--- src/rtl/lcd_row_arbiter.sv ---
// lcd_row_arbiter
// Shares a 2x16 character LCD between N_REQ text producers. Requests are
// served round-robin; each granted message stays on the display for at least
// HOLD_CYCLES clocks (the dwell), and the dwell timer can be frozen.
//
// Handshake: req[i] is a level. A grant happens on a rising edge where the
// arbiter is free (IDLE, or HOLD at dwell end with freeze low) and req is
// non-zero; on that edge the winner's text is latched and ack[w] pulses high
// for exactly one cycle. There is no ready/back-pressure: a producer must keep
// req high until it sees its ack bit, and its text is sampled only on that
// grant edge.
module lcd_row_arbiter #(
    parameter int unsigned   N_REQ       = 4,
    parameter int unsigned   HOLD_CYCLES = 70_000_000,
    parameter logic [127:0]  IDLE_A      = "  LCD  IDLE     ",
    parameter logic [127:0]  IDLE_B      = "  no requests   ",
    localparam int unsigned  PW          = (N_REQ > 1) ? $clog2(N_REQ) : 1
) (
    input  logic                   clk,
    input  logic                   reset_n,
    input  logic [N_REQ-1:0]       req,
    input  logic [N_REQ*128-1:0]   row_a_in,
    input  logic [N_REQ*128-1:0]   row_b_in,
    input  logic                   freeze,
    output logic [N_REQ-1:0]       ack,
    output logic [127:0]           row_A,
    output logic [127:0]           row_B,
    output logic [PW-1:0]          owner,
    output logic                   busy
);

    typedef enum logic [0:0] {
        ST_IDLE = 1'b0,
        ST_HOLD = 1'b1
    } state_t;

    // Last timer value of a dwell; reaching it with freeze low ends the dwell.
    localparam logic [31:0] DWELL_LAST = 32'(HOLD_CYCLES - 1);

    state_t            state_q, state_d;
    logic [31:0]       timer_q, timer_d;
    logic [PW-1:0]     rr_ptr_q, rr_ptr_d;
    logic [PW-1:0]     owner_q, owner_d;
    logic [N_REQ-1:0]  ack_q, ack_d;
    logic [127:0]      row_a_q, row_a_d;
    logic [127:0]      row_b_q, row_b_d;
    logic              busy_q, busy_d;

    // Arbiter results
    logic              any_req;
    logic [PW-1:0]     win;
    logic [PW-1:0]     win_next;
    logic [127:0]      win_row_a;
    logic [127:0]      win_row_b;
    logic              dwell_end;
    logic              grant;

    assign any_req = |req;

    // Round-robin pick: first requester at or after rr_ptr, wrapping mod N_REQ.
    always_comb begin
        logic          found;
        logic [PW-1:0] idx;
        found = 1'b0;
        idx   = '0;
        win   = '0;
        for (int k = 0; k < int'(N_REQ); k++) begin
            idx = PW'((int'(rr_ptr_q) + k) % int'(N_REQ));
            if (!found && req[idx]) begin
                found = 1'b1;
                win   = idx;
            end
        end
    end

    // Pointer after the winner, wrapping at N_REQ (which need not be 2^PW).
    always_comb begin
        win_next = '0;
        if (int'(win) != int'(N_REQ) - 1) begin
            win_next = win + PW'(1);
        end
    end

    // Mux the winner's text slices out of the flattened input buses.
    always_comb begin
        win_row_a = '0;
        win_row_b = '0;
        for (int i = 0; i < int'(N_REQ); i++) begin
            if (win == PW'(i)) begin
                win_row_a = row_a_in[i*128 +: 128];
                win_row_b = row_b_in[i*128 +: 128];
            end
        end
    end

    // A dwell ends only when the timer is at its last value and not frozen;
    // a freeze landing exactly on that value parks the timer there.
    assign dwell_end = (state_q == ST_HOLD) && !freeze && (timer_q == DWELL_LAST);

    // Grant from IDLE, or re-grant at dwell end with no gap cycle.
    assign grant = any_req && ((state_q == ST_IDLE) || dwell_end);

    // Next-state and next-output logic for the IDLE/HOLD controller.
    always_comb begin
        state_d  = state_q;
        timer_d  = timer_q;
        rr_ptr_d = rr_ptr_q;
        owner_d  = owner_q;
        ack_d    = '0;
        row_a_d  = row_a_q;
        row_b_d  = row_b_q;
        busy_d   = busy_q;

        case (state_q)
            ST_IDLE: begin
                busy_d = 1'b0;
            end
            ST_HOLD: begin
                if (!freeze) begin
                    if (timer_q != DWELL_LAST) begin
                        timer_d = timer_q + 32'd1;
                    end else if (!any_req) begin
                        // Dwell over with nobody waiting: last text stays up.
                        state_d = ST_IDLE;
                        busy_d  = 1'b0;
                    end
                end
            end
            default: begin
                state_d = ST_IDLE;
                busy_d  = 1'b0;
            end
        endcase

        if (grant) begin
            state_d    = ST_HOLD;
            busy_d     = 1'b1;
            timer_d    = '0;
            owner_d    = win;
            rr_ptr_d   = win_next;
            row_a_d    = win_row_a;
            row_b_d    = win_row_b;
            ack_d[win] = 1'b1;
        end
    end

    // State and output registers with synchronous active-low reset.
    always_ff @(posedge clk) begin
        if (!reset_n) begin
            state_q  <= ST_IDLE;
            timer_q  <= '0;
            rr_ptr_q <= '0;
            owner_q  <= PW'(N_REQ - 1);
            ack_q    <= '0;
            row_a_q  <= IDLE_A;
            row_b_q  <= IDLE_B;
            busy_q   <= 1'b0;
        end else begin
            state_q  <= state_d;
            timer_q  <= timer_d;
            rr_ptr_q <= rr_ptr_d;
            owner_q  <= owner_d;
            ack_q    <= ack_d;
            row_a_q  <= row_a_d;
            row_b_q  <= row_b_d;
            busy_q   <= busy_d;
        end
    end

    assign ack   = ack_q;
    assign row_A = row_a_q;
    assign row_B = row_b_q;
    assign owner = owner_q;
    assign busy  = busy_q;

    // At most one producer is acknowledged per cycle.
    a_ack_onehot: assert property (@(posedge clk) disable iff (!reset_n) $onehot0(ack));

    // busy mirrors the HOLD state.
    a_busy_state: assert property (@(posedge clk) disable iff (!reset_n) busy == (state_q == ST_HOLD));

endmodule

--- config.mk ---
export PLATFORM = sky130hd
export DESIGN_NAME = lcd_row_arbiter
export DESIGN_NICKNAME = d
export VERILOG_FILES = /design/src/rtl/lcd_row_arbiter.sv
export SDC_FILE = /design/constraint.sdc
export NUM_CORES = 1
export LEC_CHECK = 0
export BUFFER_PORTS_ARGS = -buffer_cell sky130_fd_sc_hd__buf_2
export CAP_MARGIN = 30
export CORE_AREA = 2 2 507 509
export DETAILED_ROUTE_END_ITERATION = 10
export DIE_AREA = 0 0 509 511
export HOLD_SLACK_MARGIN = 0.05
export MAX_ROUTING_LAYER = met4
export SLEW_MARGIN = 30
export SYNTH_ARGS = -nofsm -noshare
export SYNTH_HDL_FRONTEND = slang
export SYNTH_SLANG_ARGS = --single-unit
--- constraint.sdc ---
create_clock -name clk -period 5.6 [get_ports clk]
set_input_delay 0.56 -clock clk [delete_from_list [all_inputs] [get_ports clk]]
set_output_delay 0.56 -clock clk [all_outputs]
set_load 0.05 [all_outputs]
==> results of run 1 <==
-- Yosys cell counts, types with 3 or more instances --
master / number / area, um2
inv_1: 8 / 30.0
or4_1: 9 / 67.6
o22a_1: 80 / 701
nor3_1: 8 / 40.0
nor2b_1: 4 / 25.0
buf_4: 4 / 30.0
nand4_1: 11 / 68.8
nand3b_1: 255 / 1910
or3_1: 8 / 50.1
dfxtp_1: 298 / 5970
a22o_1: 176 / 1540
nor2_1: 21 / 78.8
ha_1: 5 / 62.6
xor2_1: 13 / 114
nor4_1: 3 / 18.8
buf_2: 28 / 140
o31ai_1: 7 / 52.6
and3_1: 9 / 56.3
a21oi_1: 532 / 2660
nand2b_1: 3 / 18.8
o21ai_0: 270 / 1350
nand3_1: 14 / 70.1
buf_6: 10 / 113
clkbuf_1: 203 / 762
nand2_1: 520 / 1950
buf_1: 16 / 60.1
and4_1: 4 / 35.0
-- worst max-delay path by stage --
stage	from	end	slack, ns	depth (start not counted)
floorplan	req[3]	row_A[53]$_SDFFE_PN0P_	2.74	11
global placement	req[3]	row_A[127]$_SDFFE_PN0P_	1.15	12
detailed placement	req[3]	row_A[127]$_SDFFE_PN0P_	1.13	12
CTS	rr_ptr_q[0]$_SDFFE_PN0P_	row_A[127]$_SDFFE_PN0P_	1.51	11
global route	rr_ptr_q[0]$_SDFFE_PN0P_	row_B[6]$_SDFFE_PN0P_	1.45	12
finish	rr_ptr_q[0]$_SDFFE_PN0P_	row_A[127]$_SDFFE_PN0P_	1.63	11
-- flip-flops by register name (all words and copies together), names as in the netlist --
name and count:
busy 1, rr_ptr_q 2, row_A 128, ack 4, state_q 1, timer_q 32
owner 2, row_B 128
-- area by class of cell --
class / instances / area (um2) / area share (%)
multi-input combinational: 1974 / 11200 / 36.2
timing repair buffer: 1372 / 7290 / 23.6
sequential: 298 / 5970 / 19.3
tap: 3384 / 4230 / 13.7
clock buffer: 61 / 1360 / 4.40
antenna: 227 / 568 / 1.84
clock inverter: 26 / 297 / 0.958
inverter: 8 / 30.0 / 0.0970
-- metal layers --
layer / up-vias / track usage, % / share of wire [%]
li1: 11800 / - / -
met1: 12500 / 19.4 / 39
met2: 1925 / 25.8 / 41
met3: 481 / 11.0 / 15
met4: 0 / 6.02 / 4.6
met5: - / - / 0
-- where the power goes --
part           switching, uW  total [uW]  internal, uW
clock network           1470        3380          1910
logic                   3030        4310          1280
registers                162        2530          2370
-- critical path: stages (launching register included) --
cell and delay [ns]:
dfxtp_1 0.33, inv_1 0.10, a22o_1 0.21, a211o_1 0.39
inv_1 0.21, ha_4 0.71, buf_4 0.52, nor2b_1 0.17
a221oi_1 0.75, nor3_1 0.09, a21oi_1 0.21, o21ai_0 0.09
-- kinds of logic (layout without fill, tap and decap cells) --
kind of cell	after synthesis	after routing	synth area share, %
DFF	298	298	32.7
buffers and inverters	269	1467	6.23
AOI/OAI and AO/OA	1076	1076	35.3
other	0	227	0
xor gates and xnor gates	15	15	0.721
and+or+nand+nor	878	878	24.7
adders and majority gates	5	5	0.343
-- stage by stage --
stage	utilization, %	worst slack (ns)	power [uW]
2_1_floorplan	-	2.74	4930
3_3_place_gp	11.2	1.15	6910
3_5_place_dp	11.2	1.13	6910
4_1_cts	11.9	1.51	10400
5_1_grt	12.1	1.45	10700
6_report	12.1	1.63	10200
==> flow_summary.ini, run 1 <==
[critical_path]
critPathMaxFanout = 30
timing.rr.start = rr_ptr_q[0]$_SDFFE_PN0P_
critPathKind = reg2reg
cp-end-kind = flop
ff2ff_path_depth = 11
r2r-end = row_A[127]$_SDFFE_PN0P_
critPathRequiredTime_ns = 6.15
worstSetupStartpointType = flop
rrSetupSlack_ns = 1.63
cp.arrival_ns = 4.52

[layout]
nets = 4739
fill_cells = 29800
stdcell_count = 7350
postLayoutCellArea_um2 = 30900
area_growth_pct = 69.9
layout_common_cells = buf_2 (1293), a21oi_1 (531), nand2_1 (519)
drive_gt1_share_pct = 39.3
mostFrequentLayoutCell = buf_2

[logic_synthesis]
syn_area_um2 = 18200
synth_top_flop_cell = dfxtp_1
synthArstFlopShare_pct = 0
synth_warnings = 0
syn_avg_cell_area_um2 = 7.17
syn_inst = 2541
yosysSeqAreaShare_pct = 32.7
synth_edf_count = 0
syn-num-nets = 3577
synthDistinctLibCells = 44
synth_seq_cells = 298

[routing]
drtIter0Drc = 2712
vias = 26800
viasPerCell = 3.64
drc = 0
drt_pass1_iterations = 6
final_antenna_net_count = 0
wl_per_cell_um = 31.9
wirelength_um = 235000

[timing]
fin_hold_ws_ns = 0.144
tightest_slew_ns = 1.01
fin_crit_sh_pct = 70.9
hold_viol = 0
setup_viol = 0
final.setup.tns_ns = 0
relSlewSlack_pct = 32.6
fin_crit_ns = 3.97
rsz0062_at_grt = false
fmax_ghz = 0.252
slew_violations = 0
finClkSkew_ns = 0.0567

[cts]
holdBufCountCts = 0
numCtsBuffers = 49
cts.clk_slew.worst_paths_ns = 0.06
clock-sinks = 298
cts.path.max_buffers = 3
htree_levels = 2
post-cts-setup-buffers = 0
clock_latency_ns = 0.71
cts_root_buf = clkbuf_16
cts_resized = 0
cts_tree = yes

[floorplanning]
io_pins = 1294
die_h_um = 511
initial_core_util_pct = 7.14
die-area_um2 = 260000
placementRows = 186
die_x_um = 509
design.core.area_um2 = 255000

[placement]
placed_cell_area_um2 = 28700
dp_hpwl_um = 205000
gp_congestion = 1.01
port_buffers = 1293
dp_cells = 7036

[global_route]
overflow = 0
antenna_found_initial = 367
grt_max_degree = 112
grt_pass1_vias = 24700
grt_use_total_pct = 17.6
grt_pass1_wl_um = 285000

[hold_path]
hold-path-endpoint = owner[0]$_SDFFE_PN1P_
whs_path_depth = 2
hp-class = in2reg
min_from = reset_n

[pwr]
vdd_ir_drop_max_uv = 233
p_per_area_nw_per_um2 = 330
p_leak_uw = 0.0122

[run]
max_cap_viol_count = 0

[status]
status = finished, final reports clean
(Power assumes the default switching activity.)
==> run 2, diff against run 1 <==
--- a/config.mk
+++ b/config.mk
@@ -5,11 +5,12 @@
 export SDC_FILE = /design/constraint.sdc
 export NUM_CORES = 1
 export LEC_CHECK = 0
+export ABC_AREA = 1
 export BUFFER_PORTS_ARGS = -buffer_cell sky130_fd_sc_hd__buf_2
 export CAP_MARGIN = 30
-export CORE_AREA = 2 2 507 509
+export CORE_AREA = 2 2 509 511
 export DETAILED_ROUTE_END_ITERATION = 10
-export DIE_AREA = 0 0 509 511
+export DIE_AREA = 0 0 511 513
 export HOLD_SLACK_MARGIN = 0.05
 export MAX_ROUTING_LAYER = met4
 export SLEW_MARGIN = 30
==> constraint.sdc (replaced) <==
create_clock -name clk -period 3.9 [get_ports clk]
set_input_delay 0.39 -clock clk [delete_from_list [all_inputs] [get_ports clk]]
set_output_delay 0.39 -clock clk [all_outputs]
set_load 0.05 [all_outputs]
==> flow_summary.ini, run 2 <==
[routing]
drtIter0Drc = 2610
final_antenna_net_count = 0
wirelength_um = 217000
wl_per_cell_um = 26.0
drc = 0
viasPerCell = 3.51
drt_pass1_iterations = 6
vias = 29300

[critical_path]
ff2ff_path_depth = 20
timing.rr.start = rr_ptr_q[0]$_SDFFE_PN0P_
r2r-end = row_A[88]$_SDFFE_PN0P_
critPathCapture = row_A[88]$_SDFFE_PN0P_
cp.arrival_ns = 4.23
critPathRequiredTime_ns = 4.47
worstSetupStartpointType = flop
startpoint = rr_ptr_q[0]$_SDFFE_PN0P_
cp-end-kind = flop
critPathMaxFanout = 15
rrSetupSlack_ns = 0.24
critPathKind = reg2reg

[placement]
dp_hpwl_um = 188000
port_buffers = 1293
gp_congestion = 0.998
pre_cts_ws_ns = 0.203

[global_route]
overflow = 0
antenna_found_initial = 299
grt_pass1_wl_um = 273000
grt_pass1_vias = 27500
grt_max_degree = 102
grt_use_total_pct = 16.2

[layout]
area_growth_pct = 83.2
nets = 5772
final_util_pct = 13.3
layout_common_cells = nand2_1 (1645), buf_2 (1292), o21ai_0 (510)
mostFrequentLayoutCell = nand2_1
drive_gt1_share_pct = 32.6

[hold_path]
whs_path_depth = 5
hp-class = in2reg

[timing]
relSlewSlack_pct = 35.1
fin_crit_sh_pct = 93.8
hold_viol = 0
finClkSkew_ns = 0.0530
layout_setup_ws_ns = 0.242
slew_violations = 0
fin_crit_ns = 3.66
setup_viol = 0
tightest_slew_ns = 0.963
fmax_ghz = 0.273

[logic_synthesis]
synthTopCellsByCount = nand2_1 (1646), o21ai_0 (513), dfxtp_1 (298)
synth.top_cell.area_share_pct = 33.1
syn_avg_cell_area_um2 = 5.71
syn_inst = 3265
synthTopCellsByArea = nand2_1 (33%), dfxtp_1 (32%), o21ai_0 (14%), a21oi_1 (7.7%), clkbuf_1 (3.4%)
synth_top_flop_cell = dfxtp_1
synth.most_common_cell = nand2_1
syn_area_um2 = 18700
syn-num-nets = 4301
synthArstFlopShare_pct = 0
synth_edf_count = 0
synthDistinctLibCells = 27
synth_warnings = 0
synth_seq_cells = 298
yosys.area.top_type = nand2_1
yosysSeqAreaShare_pct = 32.0

[cts]
cts.path.max_buffers = 3
cts_root_buf = clkbuf_16
post-cts-setup-buffers = 0
cts_tree = yes
htree_levels = 2
cts.clk_slew.worst_paths_ns = 0.06
clock-sinks = 298
clock_latency_ns = 0.69
numCtsBuffers = 48

[pwr]
fin_total_pwr_uw = 40600
p_leak_uw = 0.0157
vdd_ir_drop_max_uv = 816
p_per_area_nw_per_um2 = 1190

[floorplanning]
io_pins = 1294
die_x_um = 511
placementRows = 186
die_h_um = 513
initial_core_util_pct = 7.28
design.core.area_um2 = 256000
die-area_um2 = 262000

[run]
max_cap_viol_count = 0

[status]
status = finished, final reports clean
==> run 2: changes by cell type in the layout (fill, tap and decap cells not counted), moves of 86 or more <==
cell,change
a21oi_1,-245
nand2_1,+1126
nand3b_1,-248
nand3_1,+86
o21ai_0,+240
dlygate4sd3_1,+203
a22o_1,-176
==> run 2: timing repair <==
action,4_1_cts,5_1_grt
hold endpoints to repair,173,0
hold buffers,203,0
endpoints found under the setup margin,0,23
resized for setup,0,6
==> run 2: kinds of logic (layout without fill, tap and decap cells) <==
group	Yosys count	after routing	synth area share [%]
other cells	0	190	0
fa+ha+maj	5	5	0.335
buf+inv	294	1800	7.09
flops	298	298	32.0
xor+xnor	10	10	0.470
simple gates	1850	1850	38.4
compound gates	808	808	21.7
==> run 2: worst min-delay path by stage <==
stage | end | slack, ns | from
finish | row_A[51]$_SDFFE_PN1P_ | 0.1 | row_a_in[435]
global route | row_A[67]$_SDFFE_PN1P_ | 0.08 | reset_n
CTS | row_A[122]$_SDFFE_PN0P_ | 0.05 | row_a_in[378]
detailed placement | row_B[114]$_SDFFE_PN0P_ | 0.43 | row_B[114]$_SDFFE_PN0P_
global placement | row_B[91]$_SDFFE_PN0P_ | 0.42 | row_B[91]$_SDFFE_PN0P_
floorplan | timer_q[6]$_SDFFE_PP0P_ | 0.45 | timer_q[6]$_SDFFE_PP0P_
==> run 2: per-layer routing <==
metal | vias up | GRT usage [%] | wire length [um]
met2 | 1705 | 25.3 | 96500
met5 | - | - | 0
met1 | 13500 | 17.8 | 83700
li1 | 13800 | - | -
met4 | 0 | 4.31 | 6900
met3 | 340 | 8.71 | 30100
==> run 2: worst max-delay path: stages, from the launching register on <==
cell	delay (ns)
dfxtp_1	0.31
buf_4	0.17
nand2_1	0.07
nand2_1	0.09
nand2_1	0.10
nand2_1	0.09
nor2_2	0.18
nand4_1	0.15
nand2_1	0.21
inv_1	0.14
ha_4	0.23
buf_12	0.16
buf_12	0.18
buf_12	0.15
a21oi_1	0.24
nand2_1	0.14
o21ai_0	0.08
o21ai_0	0.08
dlygate4sd3_1	0.57
nand2_1	0.07
nand2_1	0.05
==> run 2: cell type report <==
type                    instances  area (um2)
fillers                     30100      222000
diodes                        190         475
well taps                    3384        4230
repair buffers               1666       10300
multi-input cells            2673       11400
inverters                      49         199
clock inverters                24         328
flip-flops and latches        298        5970
clock buffers                  61        1270
==> run 2: metrics by stage <==
step	instance area (um2)	hold WS (ns)	std cells	setup TNS, ns
after floorplan	18700	0.454	3265	0
after global placement	30000	0.425	7865	-0.00476
after detailed placement	30000	0.428	7865	0
after CTS	33600	0.0509	8153	0
after global routing	34100	0.0788	8318	-0.0164
final	34200	0.0997	8345	0
==> run 2: power by group <==
part / switching (uW) / internal, uW
Combinational: 21800 / 9000
Sequential: 814 / 4380
Clock: 1990 / 2650
Total: 24600 / 16000
==> run 3, diff against run 2 <==
--- a/config.mk
+++ b/config.mk
@@ -5,14 +5,12 @@
 export SDC_FILE = /design/constraint.sdc
 export NUM_CORES = 1
 export LEC_CHECK = 0
-export ABC_AREA = 1
 export BUFFER_PORTS_ARGS = -buffer_cell sky130_fd_sc_hd__buf_2
 export CAP_MARGIN = 30
 export CORE_AREA = 2 2 509 511
 export DETAILED_ROUTE_END_ITERATION = 10
 export DIE_AREA = 0 0 511 513
 export HOLD_SLACK_MARGIN = 0.05
-export MAX_ROUTING_LAYER = met4
 export SLEW_MARGIN = 30
 export SYNTH_ARGS = -nofsm -noshare
 export SYNTH_HDL_FRONTEND = slang
==> flow_summary.ini, run 3 (same netlist as run 1, synthesis figures left out) <==
[floorplanning]
die-area_um2 = 262000
die_x_um = 511
initial_core_util_pct = 7.11
placementRows = 186
die_h_um = 513
design.core.area_um2 = 256000
io_pins = 1294

[critical_path]
timing.rr.start = rr_ptr_q[0]$_SDFFE_PN0P_
critPathMaxFanout = 61
r2r-end = row_A[36]$_SDFFE_PN0P_
cp_num_buf_inv = 5
critPathKind = reg2reg
worstSetupStartpointType = flop
cp.arrival_ns = 4.11
crit_chain = inv_1, a22o_1, a211o_1, inv_1, ha_4, buf_12, buf_4, nand3b_1, a21oi_1, a21oi_1, o21ai_0, dlygate4sd3_1, a22o_1
cp-end-kind = flop
cpMaxStageDelayCell = dlygate4sd3_1
ff2ff_path_depth = 13
cpPeakStageDelay_ns = 0.58
critPathRequiredTime_ns = 4.46
rrSetupSlack_ns = 0.35
cp_top_family = buffers and inverters

[cts]
cts_tree = yes
post-cts-setup-buffers = 0
cts_resized = 0
cts.path.max_buffers = 3
htree_levels = 2
clock_latency_ns = 0.68
clock-sinks = 298
cts_root_buf = clkbuf_16
cts.clk_slew.worst_paths_ns = 0.06
numCtsBuffers = 50

[placement]
dp_hpwl_um = 199000
gp_congestion = 1.07
port_buffers = 1293

[hold_path]
min_from = row_b_in[510]
hp-class = in2reg
hold-path-endpoint = row_B[126]$_SDFFE_PN0P_
whs_path_depth = 4

[layout]
drive_gt1_share_pct = 38.4
fill_cells = 29700
layout_common_cells = buf_2 (1293), a21oi_1 (532), nand2_1 (519)
area_growth_pct = 83.6
multi_input_area_um2 = 11200
seqCellArea_um2 = 5970
mostFrequentLayoutCell = buf_2
nets = 5000

[global_route]
overflow = 0
grt_use_total_pct = 16.5
grt_pass1_wl_um = 281000
grt_max_degree = 101
grt_pass1_vias = 25700
antenna_found_initial = 360

[timing]
finClkSkew_ns = 0.0363
setup_viol = 0
rsz0062_at_grt = false
relSlewSlack_pct = 45.7
slew_violations = 0
fmax_ghz = 0.282
hold_viol = 0
fin_hold_ws_ns = 0.109
fin_crit_ns = 3.55
tightest_slew_ns = 0.815
final.setup.tns_ns = 0
fin_crit_sh_pct = 91.0

[pwr]
p_per_area_nw_per_um2 = 457
vdd_ir_drop_max_uv = 318
internal_power_uw = 8560
p_clk_share_pct = 33.0
p_comb_share_pct = 43.3
switching_share_pct = 44.0
pwr-share-seq_pct = 23.6
p_leak_uw = 0.0134
switching_power_uw = 6710

[routing]
viasPerCell = 3.70
drtIter0Drc = 2214
wirelength_um = 227000
wl_per_cell_um = 30.1
drt_pass1_iterations = 5
final_antenna_net_count = 0
vias = 27900
drc = 0

[run]
max_cap_viol_count = 0

[status]
status = finished, final reports clean
==> run 3: worst register-to-register path, cell delays in order (launching register included) <==
cell,delay (ns)
dfxtp_1,0.32
inv_1,0.07
a22o_1,0.20
a211o_1,0.40
inv_1,0.22
ha_4,0.32
buf_12,0.27
buf_4,0.46
nand3b_1,0.18
a21oi_1,0.07
a21oi_1,0.11
o21ai_0,0.08
dlygate4sd3_1,0.58
a22o_1,0.18
==> run 3: worst max-delay path by stage <==
stage	start	endpoint	depth (start not counted)
finish	rr_ptr_q[0]$_SDFFE_PN0P_	row_A[36]$_SDFFE_PN0P_	13
CTS	rr_ptr_q[0]$_SDFFE_PN0P_	row_A[36]$_SDFFE_PN0P_	13
floorplan	req[3]	row_A[53]$_SDFFE_PN0P_	11
detailed placement	req[1]	row_A[73]$_SDFFE_PN0P_	12
global route	rr_ptr_q[0]$_SDFFE_PN0P_	row_A[36]$_SDFFE_PN0P_	13
global placement	req[1]	row_A[73]$_SDFFE_PN0P_	12
==> run 3: layout make-up <==
class,instances,share of cell area (%)
Clock buffer,63,4.13
Sequential cell,298,17.8
Multi-Input combinational cell,1974,33.4
Tap cell,3384,12.7
Timing Repair Buffer,1632,29.5
Antenna cell,156,1.17
Clock inverter,27,1.14
Inverter,8,0.0898
==> run 3: power groups by stage <==
stage	logic (uW)	clock network (uW)	registers (uW)
6_report	6620	5050	3610
5_1_grt	7040	5320	3640
4_1_cts	6670	5280	3600
3_5_place_dp	6380	0	3660
3_3_place_gp	6380	0	3660
2_1_floorplan	2270	0	4810
==> run 3: repair_timing <==
action | in CTS | in global routing
setup endpoints to repair | 0 | 0
endpoints found under the hold margin | 181 | 0
hold buffers | 193 | 0
==> run 3: per-stage QoR <==
step	worst slack [ns]	cell area (um2)	total power [uW]	std cells	utilization [%]
2_1_floorplan	1.21	18200	7080	2541	-
4_1_cts	0.410	33100	15600	7386	12.9
3_5_place_dp	0.406	29400	10000	7103	11.5
3_3_place_gp	0.407	29400	10000	7103	11.5
6_report	0.350	33400	15300	7542	13.1
5_1_grt	0.144	33200	16000	7449	13.0
==> run 3: layer usage <==
metal | vias to the layer above | track usage [%] | share of wire (%)
li1 | 12200 | - | -
met1 | 12800 | 19.4 | 39
met2 | 1948 | 24.5 | 41
met3 | 710 | 9.33 | 14
met4 | 212 | 6.41 | 5.1
met5 | - | 0 | 0.62
